**config.mk**
```make
export PLATFORM = sky130hd
export DESIGN_NAME = axi_aw_router_flat
export DESIGN_NICKNAME = d
export VERILOG_FILES = /design/src/rtl/axi_aw_router_pkg.sv /design/src/rtl/axi_aw_router_if.sv /design/src/rtl/axi_aw_router_rr_arbiter.sv /design/src/rtl/axi_aw_router.sv /design/src/flat_wrapper.sv
export SDC_FILE = /design/constraint.sdc
export NUM_CORES = 1
export LEC_CHECK = 0
export BUFFER_PORTS_ARGS = -buffer_cell sky130_fd_sc_hd__clkbuf_2
export CAP_MARGIN = 20
export CORE_MARGIN = 4
export CORE_UTILIZATION = 39
export CTS_CLUSTER_DIAMETER = 60
export DETAILED_ROUTE_END_ITERATION = 8
export PLACE_DENSITY = 0.82
export SYNTH_ARGS = -nofsm -noshare
export SYNTH_HDL_FRONTEND = slang
export SYNTH_SLANG_ARGS = --single-unit
```
**constraint.sdc**
```tcl
create_clock -name clk -period 2.76 [get_ports clk]
set_input_delay 0.552 -clock clk [delete_from_list [all_inputs] [get_ports clk]]
set_output_delay 0.552 -clock clk [all_outputs]
set_load 0.03 [all_outputs]
```
**src/rtl/axi_aw_router_pkg.sv**
```systemverilog
// Shared types and helpers for the AXI address-channel routers.
// Holds the route FSM states, the DECERR code and the address-map decoder.
package axi_rt_pkg;

    localparam int AXI_ADDR_W = 32;
    localparam int AXI_ID_W   = 4;

    // The decoder works on the widest supported map; callers zero-extend into it.
    localparam int MAX_S      = 16;
    localparam int MAX_ADDR_W = 64;
    localparam int DEC_W      = 5;

    typedef enum logic [1:0] {
        IDLE = 2'd0,
        AW   = 2'd1,
        DATA = 2'd2,
        RESP = 2'd3
    } rt_state_e;

    localparam logic [1:0] RESP_DECERR = 2'b11;

    // Lowest matching slot wins; no match returns num_s (the DECERR index).
    function automatic logic [DEC_W-1:0] addr_decode(
        input logic [MAX_ADDR_W-1:0]       addr,
        input logic [MAX_S*MAX_ADDR_W-1:0] s_base,
        input logic [MAX_S*MAX_ADDR_W-1:0] s_mask,
        input int                          num_s
    );
        logic [DEC_W-1:0] hit;
        hit = DEC_W'(num_s);
        for (int i = MAX_S - 1; i >= 0; i--) begin
            if ((i < num_s) &&
                ((addr & s_mask[i*MAX_ADDR_W +: MAX_ADDR_W]) == s_base[i*MAX_ADDR_W +: MAX_ADDR_W])) begin
                hit = DEC_W'(i);
            end
        end
        return hit;
    endfunction

endpackage

```
**src/rtl/axi_aw_router_if.sv**
```systemverilog
// Write-address bundle between NUM_M masters, the router and NUM_S slaves.
// 'slave' is the router's view; 'master' is the view of the surrounding fabric.
interface axi_aw_router_if #(
    parameter int NUM_M  = 3,
    parameter int NUM_S  = 7,
    parameter int ID_W   = 4,
    parameter int ADDR_W = 32,
    parameter int LEN_W  = 4,
    parameter int SIZE_W = 3
);
    localparam int MW = ($clog2(NUM_M) > 1) ? $clog2(NUM_M) : 1;

    // Handshake: a beat transfers on the cycle where valid and ready are both 1;
    // valid never waits on ready, and payload stays stable while valid is held.
    logic [NUM_M*ID_W-1:0]   m_awid;
    logic [NUM_M*ADDR_W-1:0] m_awaddr;
    logic [NUM_M*LEN_W-1:0]  m_awlen;
    logic [NUM_M*SIZE_W-1:0] m_awsize;
    logic [NUM_M*2-1:0]      m_awburst;
    logic [NUM_M-1:0]        m_awvalid;
    logic [NUM_M-1:0]        m_awready;

    logic [MW+ID_W-1:0]      s_awid;
    logic [ADDR_W-1:0]       s_awaddr;
    logic [LEN_W-1:0]        s_awlen;
    logic [SIZE_W-1:0]       s_awsize;
    logic [1:0]              s_awburst;
    logic [NUM_S-1:0]        s_awvalid;
    logic [NUM_S-1:0]        s_awready;

    modport slave (
        input  m_awid, m_awaddr, m_awlen, m_awsize, m_awburst, m_awvalid,
        output m_awready,
        output s_awid, s_awaddr, s_awlen, s_awsize, s_awburst, s_awvalid,
        input  s_awready
    );

    modport master (
        output m_awid, m_awaddr, m_awlen, m_awsize, m_awburst, m_awvalid,
        input  m_awready,
        input  s_awid, s_awaddr, s_awlen, s_awsize, s_awburst, s_awvalid,
        output s_awready
    );

endinterface

```
**src/rtl/axi_aw_router_rr_arbiter.sv**
```systemverilog
// Round-robin arbiter: grants the first requester at or after the pointer.
// The pointer moves past the winner only when the caller strobes adv.
module rr_arbiter #(
    parameter  int N  = 3,
    localparam int IW = ($clog2(N) > 1) ? $clog2(N) : 1
) (
    input  logic          clk,
    input  logic          rst,
    input  logic [N-1:0]  req,
    input  logic          adv,
    output logic [IW-1:0] gnt_idx,
    output logic          gnt_any
);

    logic [IW-1:0] ptr_q;
    logic [IW-1:0] ptr_d;

    always_comb begin
        int j;
        j       = 0;
        gnt_any = 1'b0;
        gnt_idx = '0;
        for (int k = 0; k < N; k++) begin
            j = int'(ptr_q) + k;
            if (j >= N) begin
                j = j - N;
            end
            if (!gnt_any && req[j]) begin
                gnt_any = 1'b1;
                gnt_idx = IW'(j);
            end
        end
    end

    always_comb begin
        ptr_d = ptr_q;
        if (adv && gnt_any) begin
            ptr_d = (int'(gnt_idx) == N - 1) ? '0 : gnt_idx + 1'b1;
        end
    end

    always_ff @(posedge clk or posedge rst) begin
        if (rst) begin
            ptr_q <= '0;
        end else begin
            ptr_q <= ptr_d;
        end
    end

endmodule

```
**src/rtl/axi_aw_router.sv**
```systemverilog
// Write-address router: round-robin over NUM_M masters, registered AW stage,
// address-map decode to NUM_S slaves, and a held route from AW acceptance to B.
module axi_aw_router
    import axi_rt_pkg::*;
#(
    parameter  int NUM_M  = 3,
    parameter  int NUM_S  = 7,
    parameter  int ID_W   = AXI_ID_W,
    parameter  int ADDR_W = AXI_ADDR_W,
    parameter  int LEN_W  = 4,
    parameter  int SIZE_W = 3,
    parameter  logic [NUM_S*ADDR_W-1:0] S_BASE = {32'h0006_0000, 32'h0005_0000, 32'h0004_0000,
                                                  32'h0003_0000, 32'h0002_0000, 32'h0001_0000,
                                                  32'h0000_0000},
    parameter  logic [NUM_S*ADDR_W-1:0] S_MASK = {7{32'hFFFF_0000}},
    localparam int MW = ($clog2(NUM_M) > 1) ? $clog2(NUM_M) : 1,
    localparam int SW = $clog2(NUM_S + 1)
) (
    input  logic                  clk,
    input  logic                  rst,
    axi_aw_router_if.slave        bus,
    input  logic                  w_last_hs,
    input  logic                  b_hs,
    output logic                  route_valid,
    output logic [MW-1:0]         route_m,
    output logic [SW-1:0]         route_s,
    output logic                  decerr,
    output rt_state_e             dbg_state_o
);

    rt_state_e             state_q, state_d;
    logic [MW+ID_W-1:0]    awid_q, awid_d;
    logic [ADDR_W-1:0]     awaddr_q, awaddr_d;
    logic [LEN_W-1:0]      awlen_q, awlen_d;
    logic [SIZE_W-1:0]     awsize_q, awsize_d;
    logic [1:0]            awburst_q, awburst_d;
    logic [NUM_S-1:0]      s_awvalid_q, s_awvalid_d;
    logic [MW-1:0]         route_m_q, route_m_d;
    logic [SW-1:0]         route_s_q, route_s_d;
    logic                  decerr_q, decerr_d;
    logic                  wlast_q, wlast_d;

    logic                  grant_adv;
    logic [MW-1:0]         gnt_idx;
    logic                  gnt_any;
    logic [NUM_M-1:0]      awready_c;

    logic [ID_W-1:0]       sel_id;
    logic [ADDR_W-1:0]     sel_addr;
    logic [LEN_W-1:0]      sel_len;
    logic [SIZE_W-1:0]     sel_size;
    logic [1:0]            sel_burst;

    logic [MAX_S*MAX_ADDR_W-1:0] base_ext, mask_ext;
    logic [DEC_W-1:0]      dec_raw;
    logic [SW-1:0]         dec_s;
    logic                  dec_hit;

    // Requests are only visible to the arbiter while no burst is open.
    rr_arbiter #(.N(NUM_M)) u_arb (
        .clk     (clk),
        .rst     (rst),
        .req     (bus.m_awvalid & {NUM_M{state_q == IDLE}}),
        .adv     (grant_adv),
        .gnt_idx (gnt_idx),
        .gnt_any (gnt_any)
    );

    assign sel_id    = bus.m_awid[gnt_idx*ID_W +: ID_W];
    assign sel_addr  = bus.m_awaddr[gnt_idx*ADDR_W +: ADDR_W];
    assign sel_len   = bus.m_awlen[gnt_idx*LEN_W +: LEN_W];
    assign sel_size  = bus.m_awsize[gnt_idx*SIZE_W +: SIZE_W];
    assign sel_burst = bus.m_awburst[gnt_idx*2 +: 2];

    always_comb begin
        base_ext = '0;
        mask_ext = '0;
        for (int i = 0; i < NUM_S; i++) begin
            base_ext[i*MAX_ADDR_W +: MAX_ADDR_W] = MAX_ADDR_W'(S_BASE[i*ADDR_W +: ADDR_W]);
            mask_ext[i*MAX_ADDR_W +: MAX_ADDR_W] = MAX_ADDR_W'(S_MASK[i*ADDR_W +: ADDR_W]);
        end
    end

    assign dec_raw = addr_decode(MAX_ADDR_W'(sel_addr), base_ext, mask_ext, NUM_S);
    assign dec_hit = (dec_raw != DEC_W'(NUM_S));
    assign dec_s   = SW'(dec_raw);

    always_comb begin
        state_d     = state_q;
        awid_d      = awid_q;
        awaddr_d    = awaddr_q;
        awlen_d     = awlen_q;
        awsize_d    = awsize_q;
        awburst_d   = awburst_q;
        s_awvalid_d = s_awvalid_q;
        route_m_d   = route_m_q;
        route_s_d   = route_s_q;
        decerr_d    = decerr_q;
        wlast_d     = wlast_q;
        grant_adv   = 1'b0;
        awready_c   = '0;

        case (state_q)
            IDLE: begin
                if (gnt_any) begin
                    grant_adv = 1'b1;
                    awready_c = NUM_M'(1) << gnt_idx;
                    awid_d    = {gnt_idx, sel_id};
                    awaddr_d  = sel_addr;
                    awlen_d   = sel_len;
                    awsize_d  = sel_size;
                    awburst_d = sel_burst;
                    route_m_d = gnt_idx;
                    route_s_d = dec_s;
                    wlast_d   = 1'b0;
                    if (dec_hit) begin
                        s_awvalid_d = NUM_S'(1) << dec_s;
                        decerr_d    = 1'b0;
                        state_d     = AW;
                    end else begin
                        s_awvalid_d = '0;
                        decerr_d    = 1'b1;
                        state_d     = DATA;
                    end
                end
            end
            AW: begin
                // WLAST may beat the AW handshake; remember it so DATA is skipped.
                if (w_last_hs) begin
                    wlast_d = 1'b1;
                end
                if (|(s_awvalid_q & bus.s_awready)) begin
                    s_awvalid_d = '0;
                    state_d     = (wlast_q || w_last_hs) ? RESP : DATA;
                end
            end
            DATA: begin
                if (w_last_hs) begin
                    state_d = RESP;
                end
            end
            RESP: begin
                if (b_hs) begin
                    decerr_d = 1'b0;
                    state_d  = IDLE;
                end
            end
            default: state_d = IDLE;
        endcase
    end

    always_ff @(posedge clk or posedge rst) begin
        if (rst) begin
            state_q     <= IDLE;
            awid_q      <= '0;
            awaddr_q    <= '0;
            awlen_q     <= '0;
            awsize_q    <= '0;
            awburst_q   <= '0;
            s_awvalid_q <= '0;
            route_m_q   <= '0;
            route_s_q   <= '0;
            decerr_q    <= 1'b0;
            wlast_q     <= 1'b0;
        end else begin
            state_q     <= state_d;
            awid_q      <= awid_d;
            awaddr_q    <= awaddr_d;
            awlen_q     <= awlen_d;
            awsize_q    <= awsize_d;
            awburst_q   <= awburst_d;
            s_awvalid_q <= s_awvalid_d;
            route_m_q   <= route_m_d;
            route_s_q   <= route_s_d;
            decerr_q    <= decerr_d;
            wlast_q     <= wlast_d;
        end
    end

    // AWREADY is combinational from the grant, so it must also drop with reset.
    assign bus.m_awready = rst ? '0 : awready_c;
    assign bus.s_awid    = awid_q;
    assign bus.s_awaddr  = awaddr_q;
    assign bus.s_awlen   = awlen_q;
    assign bus.s_awsize  = awsize_q;
    assign bus.s_awburst = awburst_q;
    assign bus.s_awvalid = s_awvalid_q;

    assign route_valid   = (state_q != IDLE);
    assign route_m       = route_m_q;
    assign route_s       = route_s_q;
    assign decerr        = decerr_q;
    assign dbg_state_o   = state_q;

endmodule

```
**src/flat_wrapper.sv**
```systemverilog
// flat-port wrapper written by rule: the top's interface ports become plain ports
module axi_aw_router_flat import axi_rt_pkg::*;
#(
    parameter  int NUM_M  = 3,
    parameter  int NUM_S  = 7,
    parameter  int ID_W   = AXI_ID_W,
    parameter  int ADDR_W = AXI_ADDR_W,
    parameter  int LEN_W  = 4,
    parameter  int SIZE_W = 3,
    parameter  logic [NUM_S*ADDR_W-1:0] S_BASE = {32'h0006_0000, 32'h0005_0000, 32'h0004_0000,
                                                  32'h0003_0000, 32'h0002_0000, 32'h0001_0000,
                                                  32'h0000_0000},
    parameter  logic [NUM_S*ADDR_W-1:0] S_MASK = {7{32'hFFFF_0000}},
    localparam int MW = ($clog2(NUM_M) > 1) ? $clog2(NUM_M) : 1,
    localparam int SW = $clog2(NUM_S + 1)
)
  (clk, rst, w_last_hs, b_hs, route_valid, route_m, route_s, decerr, dbg_state_o, bus_m_awid, bus_m_awaddr, bus_m_awlen, bus_m_awsize, bus_m_awburst, bus_m_awvalid, bus_m_awready, bus_s_awid, bus_s_awaddr, bus_s_awlen, bus_s_awsize, bus_s_awburst, bus_s_awvalid, bus_s_awready);
  axi_aw_router_if #(.NUM_M(NUM_M), .NUM_S(NUM_S), .ID_W(ID_W), .ADDR_W(ADDR_W), .LEN_W(LEN_W), .SIZE_W(SIZE_W)) bus_i ();
  input  logic clk;
  input  logic rst;
  input  logic w_last_hs;
  input  logic b_hs;
  output logic route_valid;
  output logic [MW-1:0] route_m;
  output logic [SW-1:0] route_s;
  output logic decerr;
  output rt_state_e dbg_state_o;
  input wire logic [$bits(bus_i.m_awid)-1:0] bus_m_awid;
  input wire logic [$bits(bus_i.m_awaddr)-1:0] bus_m_awaddr;
  input wire logic [$bits(bus_i.m_awlen)-1:0] bus_m_awlen;
  input wire logic [$bits(bus_i.m_awsize)-1:0] bus_m_awsize;
  input wire logic [$bits(bus_i.m_awburst)-1:0] bus_m_awburst;
  input wire logic [$bits(bus_i.m_awvalid)-1:0] bus_m_awvalid;
  output wire logic [$bits(bus_i.m_awready)-1:0] bus_m_awready;
  output wire logic [$bits(bus_i.s_awid)-1:0] bus_s_awid;
  output wire logic [$bits(bus_i.s_awaddr)-1:0] bus_s_awaddr;
  output wire logic [$bits(bus_i.s_awlen)-1:0] bus_s_awlen;
  output wire logic [$bits(bus_i.s_awsize)-1:0] bus_s_awsize;
  output wire logic [$bits(bus_i.s_awburst)-1:0] bus_s_awburst;
  output wire logic [$bits(bus_i.s_awvalid)-1:0] bus_s_awvalid;
  input wire logic [$bits(bus_i.s_awready)-1:0] bus_s_awready;
  assign bus_i.m_awid = bus_m_awid;
  assign bus_i.m_awaddr = bus_m_awaddr;
  assign bus_i.m_awlen = bus_m_awlen;
  assign bus_i.m_awsize = bus_m_awsize;
  assign bus_i.m_awburst = bus_m_awburst;
  assign bus_i.m_awvalid = bus_m_awvalid;
  assign bus_m_awready = bus_i.m_awready;
  assign bus_s_awid = bus_i.s_awid;
  assign bus_s_awaddr = bus_i.s_awaddr;
  assign bus_s_awlen = bus_i.s_awlen;
  assign bus_s_awsize = bus_i.s_awsize;
  assign bus_s_awburst = bus_i.s_awburst;
  assign bus_s_awvalid = bus_i.s_awvalid;
  assign bus_i.s_awready = bus_s_awready;
  axi_aw_router #(.NUM_M(NUM_M), .NUM_S(NUM_S), .ID_W(ID_W), .ADDR_W(ADDR_W), .LEN_W(LEN_W), .SIZE_W(SIZE_W), .S_BASE(S_BASE), .S_MASK(S_MASK)) u_core (.clk(clk), .rst(rst), .bus(bus_i), .w_last_hs(w_last_hs), .b_hs(b_hs), .route_valid(route_valid), .route_m(route_m), .route_s(route_s), .decerr(decerr), .dbg_state_o(dbg_state_o));
endmodule
```
==> out/metrics.cfg <==
[worst_setup_path]
timing.setup.critical_path_class = flop to flop
cp_top_family = buffers and inverters
max_stage_delay_ns = 0.41
arrival_ns = 3.34
path_max_fanout = 14
start_kind = flop
crit_required_ns = 3.04
cp_cell_sequence = buf_4, inv_2, ha_4, buf_4, nor2b_4, o21ai_2, a311oi_4, buf_4, nor2_4, buf_12, a21oi_2, nand4_1, nor4_4, buf_4, clkbuf_16, a32o_1
crit_top_cell = buf_4
cp-end-kind = flop
critPathBufInv = 7
slowest_stage = dfrtp_1

[logic_synthesis]
synth_common_cells = dfrtp_1 (63), nand2_1 (51), nor2_1 (36), a22oi_1 (31), a31oi_1 (29)
synthesis.area_um2 = 3480
synth_area_leader_cell = dfrtp_1
synth_area_leaders = dfrtp_1 (45%), a22oi_1 (6.7%), nand2_1 (5.5%)
yosysMostFrequentCell = dfrtp_1
synth_nets = 540
ys_warn_count = 0
synth_edf_count = 0
yosys_most_used_dff = dfrtp_1
synth_area_per_cell_um2 = 9.06
syn_inst = 384
yosysSeqAreaShare_pct = 45.3
ys_types = 48
async_reset_ff_share_pct = 100
ys_seq_elements = 63
netlist.area_leader.share_pct = 45.3

[hold_path]
hold_class = input port to flop

[global_route]
antenna_found_initial = 0
grt_pass1_wl_um = 18900
grt_pass1_vias = 3972
grt_max_degree = 64
grt_use_total_pct = 23.3
grt_overflow = 0

[cts]
cts_tree = done
h-tree-depth = 3
cts-root-buf = clkbuf_8
insertion_delay_ns = 0.34
clock_sinks = 63
cts_buffers = 9
ctsLongestPathBuffers = 2
clk_pin_slew_ns = 0.08

[finish]
area_delta_synth_final_pct = 54.9
n_antenna_cell = 0
drive_gt1_share_pct = 50.0
nNetsFinal = 780
final_util_pct = 61.8
fillCellCount = 711

[drt]
drtAntennaViolNets = 0
drc = 0
wire_per_inst_um = 17.3
routed_wl_um = 12700
drtPass1Iterations = 5
vias = 3982
via_per_inst = 5.41
drt_iter0_markers = 138

[die]
rows = 34
design.die.area_um2 = 10500
die-height_um = 102
start_util_pct = 39.9
ios = 215
core-area_um2 = 8720
die_w_um = 102

[pwr]
internal_power_w = 0.00320
sequentialPowerShare_pct = 25.0
clkPwrFrac_pct = 13.1
p_sw_share_pct = 48.5
power_switching_w = 0.00302
peakVddDrop_mv = 0.465
p_total_w = 0.00622
leakagePower_nw = 2.70
powerDensity_nw_per_um2 = 1150
combPwrFrac_pct = 61.9

[status]
status = complete, but fails checks
violations = negative setup slack

[timing]
layout_min_cycle_time_ns = 3.07
setup_viol = 16
post-route-period-util_pct = 111
max_freq_mhz = 326
worst-slew-pin-transition_ns = 0.798
skew_ns = 0.0155
maxSlewHeadroom_pct = 46.8
hold_violations = 0
setup_slack_ns = -0.305
rsz0062_at_grt = true
slew_violations = 0

[placement]
pre_cts_slack_ns = -0.311
dpl.hpwl_um = 9260
globalplace.congestion = 0.840
io_buffers = 214

[run]
cap_violations = 0

[kinds of logic after synthesis]
group	synth area share, %
buffers and inverters	5.68
multiplexers	1.19
adder cells (fa/ha/maj)	2.80
AO/OA/AOI/OAI	28.0
AND/OR/NAND/NOR	17.0
flip-flops	45.3
[power by group through the flow]
stage | Sequential (W) | Combinational, W | Clock, W
after floorplan | 0.00222 | 0.00160 | 0
after global placement | 0.00154 | 0.00332 | 0
after detailed placement | 0.00155 | 0.00343 | 0
after CTS | 0.00155 | 0.00364 | 0.000829
after global routing | 0.00160 | 0.00414 | 0.000870
final | 0.00155 | 0.00385 | 0.000815
[tightest hold or removal path, stage by stage]
cell      delay (ns)
clkbuf_2        0.08
nand2_1         0.04
a31oi_1         0.07
[layout by cell type, fill, tap and decap left out, types with 5 or more instances in the layout]
cell,synthesis,final
a21oi_1,21,12
a21oi_2,1,9
a22o_1,14,14
a22oi_1,31,31
a31oi_1,29,29
a32o_1,7,7
buf_4,3,39
clkbuf_2,0,211
clkbuf_8,0,12
dfrtp_1,63,63
ha_1,7,5
inv_1,11,8
nand2_1,51,50
nand3_1,7,6
nor2_1,36,36
o21ai_0,21,20
[what timing repair did]
item	4_1_cts	5_1_grt
cloned	0	1
gates resized for setup	27	19
buffers inserted	6	6
endpoints found under the setup margin	17	35
pin swaps	10	7
hold buffers	0	0
[layout make-up]
| cell class | count | area (um^2) | share of cell area [%] |
|---|---|---|---|
| clock buffer | 10 | 138 | 2.55 |
| clock inverter | 5 | 58.8 | 1.09 |
| inverter | 11 | 45.0 | 0.836 |
| multi-input combinational | 277 | 1900 | 35.2 |
| sequential | 63 | 1580 | 29.2 |
| tap | 108 | 135 | 2.51 |
| timing repair buffer | 262 | 1540 | 28.6 |
[path summary, 6_finish.rpt]
path	from	endpoint	slack, ns	depth (start not counted)
worst max-delay path	u_core.u_arb.ptr_q[1]	u_core.bus.s_awvalid[5]	-0.31	16
worst min-delay path	bus_m_awsize[0]	u_core.bus.s_awsize[0]	0.45	3
worst max register to register	u_core.u_arb.ptr_q[1]	u_core.bus.s_awvalid[5]	-0.31	16
worst min register to register	u_core.bus.s_awaddr[27]	u_core.bus.s_awaddr[27]	0.48	2
max in group asynchronous	rst	u_core.bus.s_awaddr[9]	1.65	3
min in group asynchronous	rst	u_core.bus.s_awaddr[19]	0.58	3
[metrics by stage]
step                hold WS [ns]  setup TNS, ns  area (um^2)  cells
detailed placement         0.473          -3.95         4880    709
global placement           0.466          -1.15         4880    709
global route               0.429          -6.12         5390    736
CTS                        0.418          -2.14         5230    729
floorplan                  0.476         -0.303         3510    384
finish                     0.446          -4.21         5390    736
[state kept, by name, indices dropped and copies added, names as in the netlist]
name	count
u_core.u_arb.ptr_q	2
u_core.route_s	3
u_core.bus.s_awaddr	32
u_core.bus.s_awvalid	7
u_core.decerr	1
u_core.bus.s_awlen	4
u_core.bus.s_awburst	2
u_core.bus.s_awid	4
u_core.bus.s_awsize	3
u_core.dbg_state_o	2
u_core.wlast_q	1
u_core.route_m	2
[per-layer routing]
metal	routed length, um	track usage [%]
met5	0	0
met3	839	4.37
met1	4850	27.4
met4	350	13.4
met2	6680	39.5
Power figures use the tool's default switching activity.
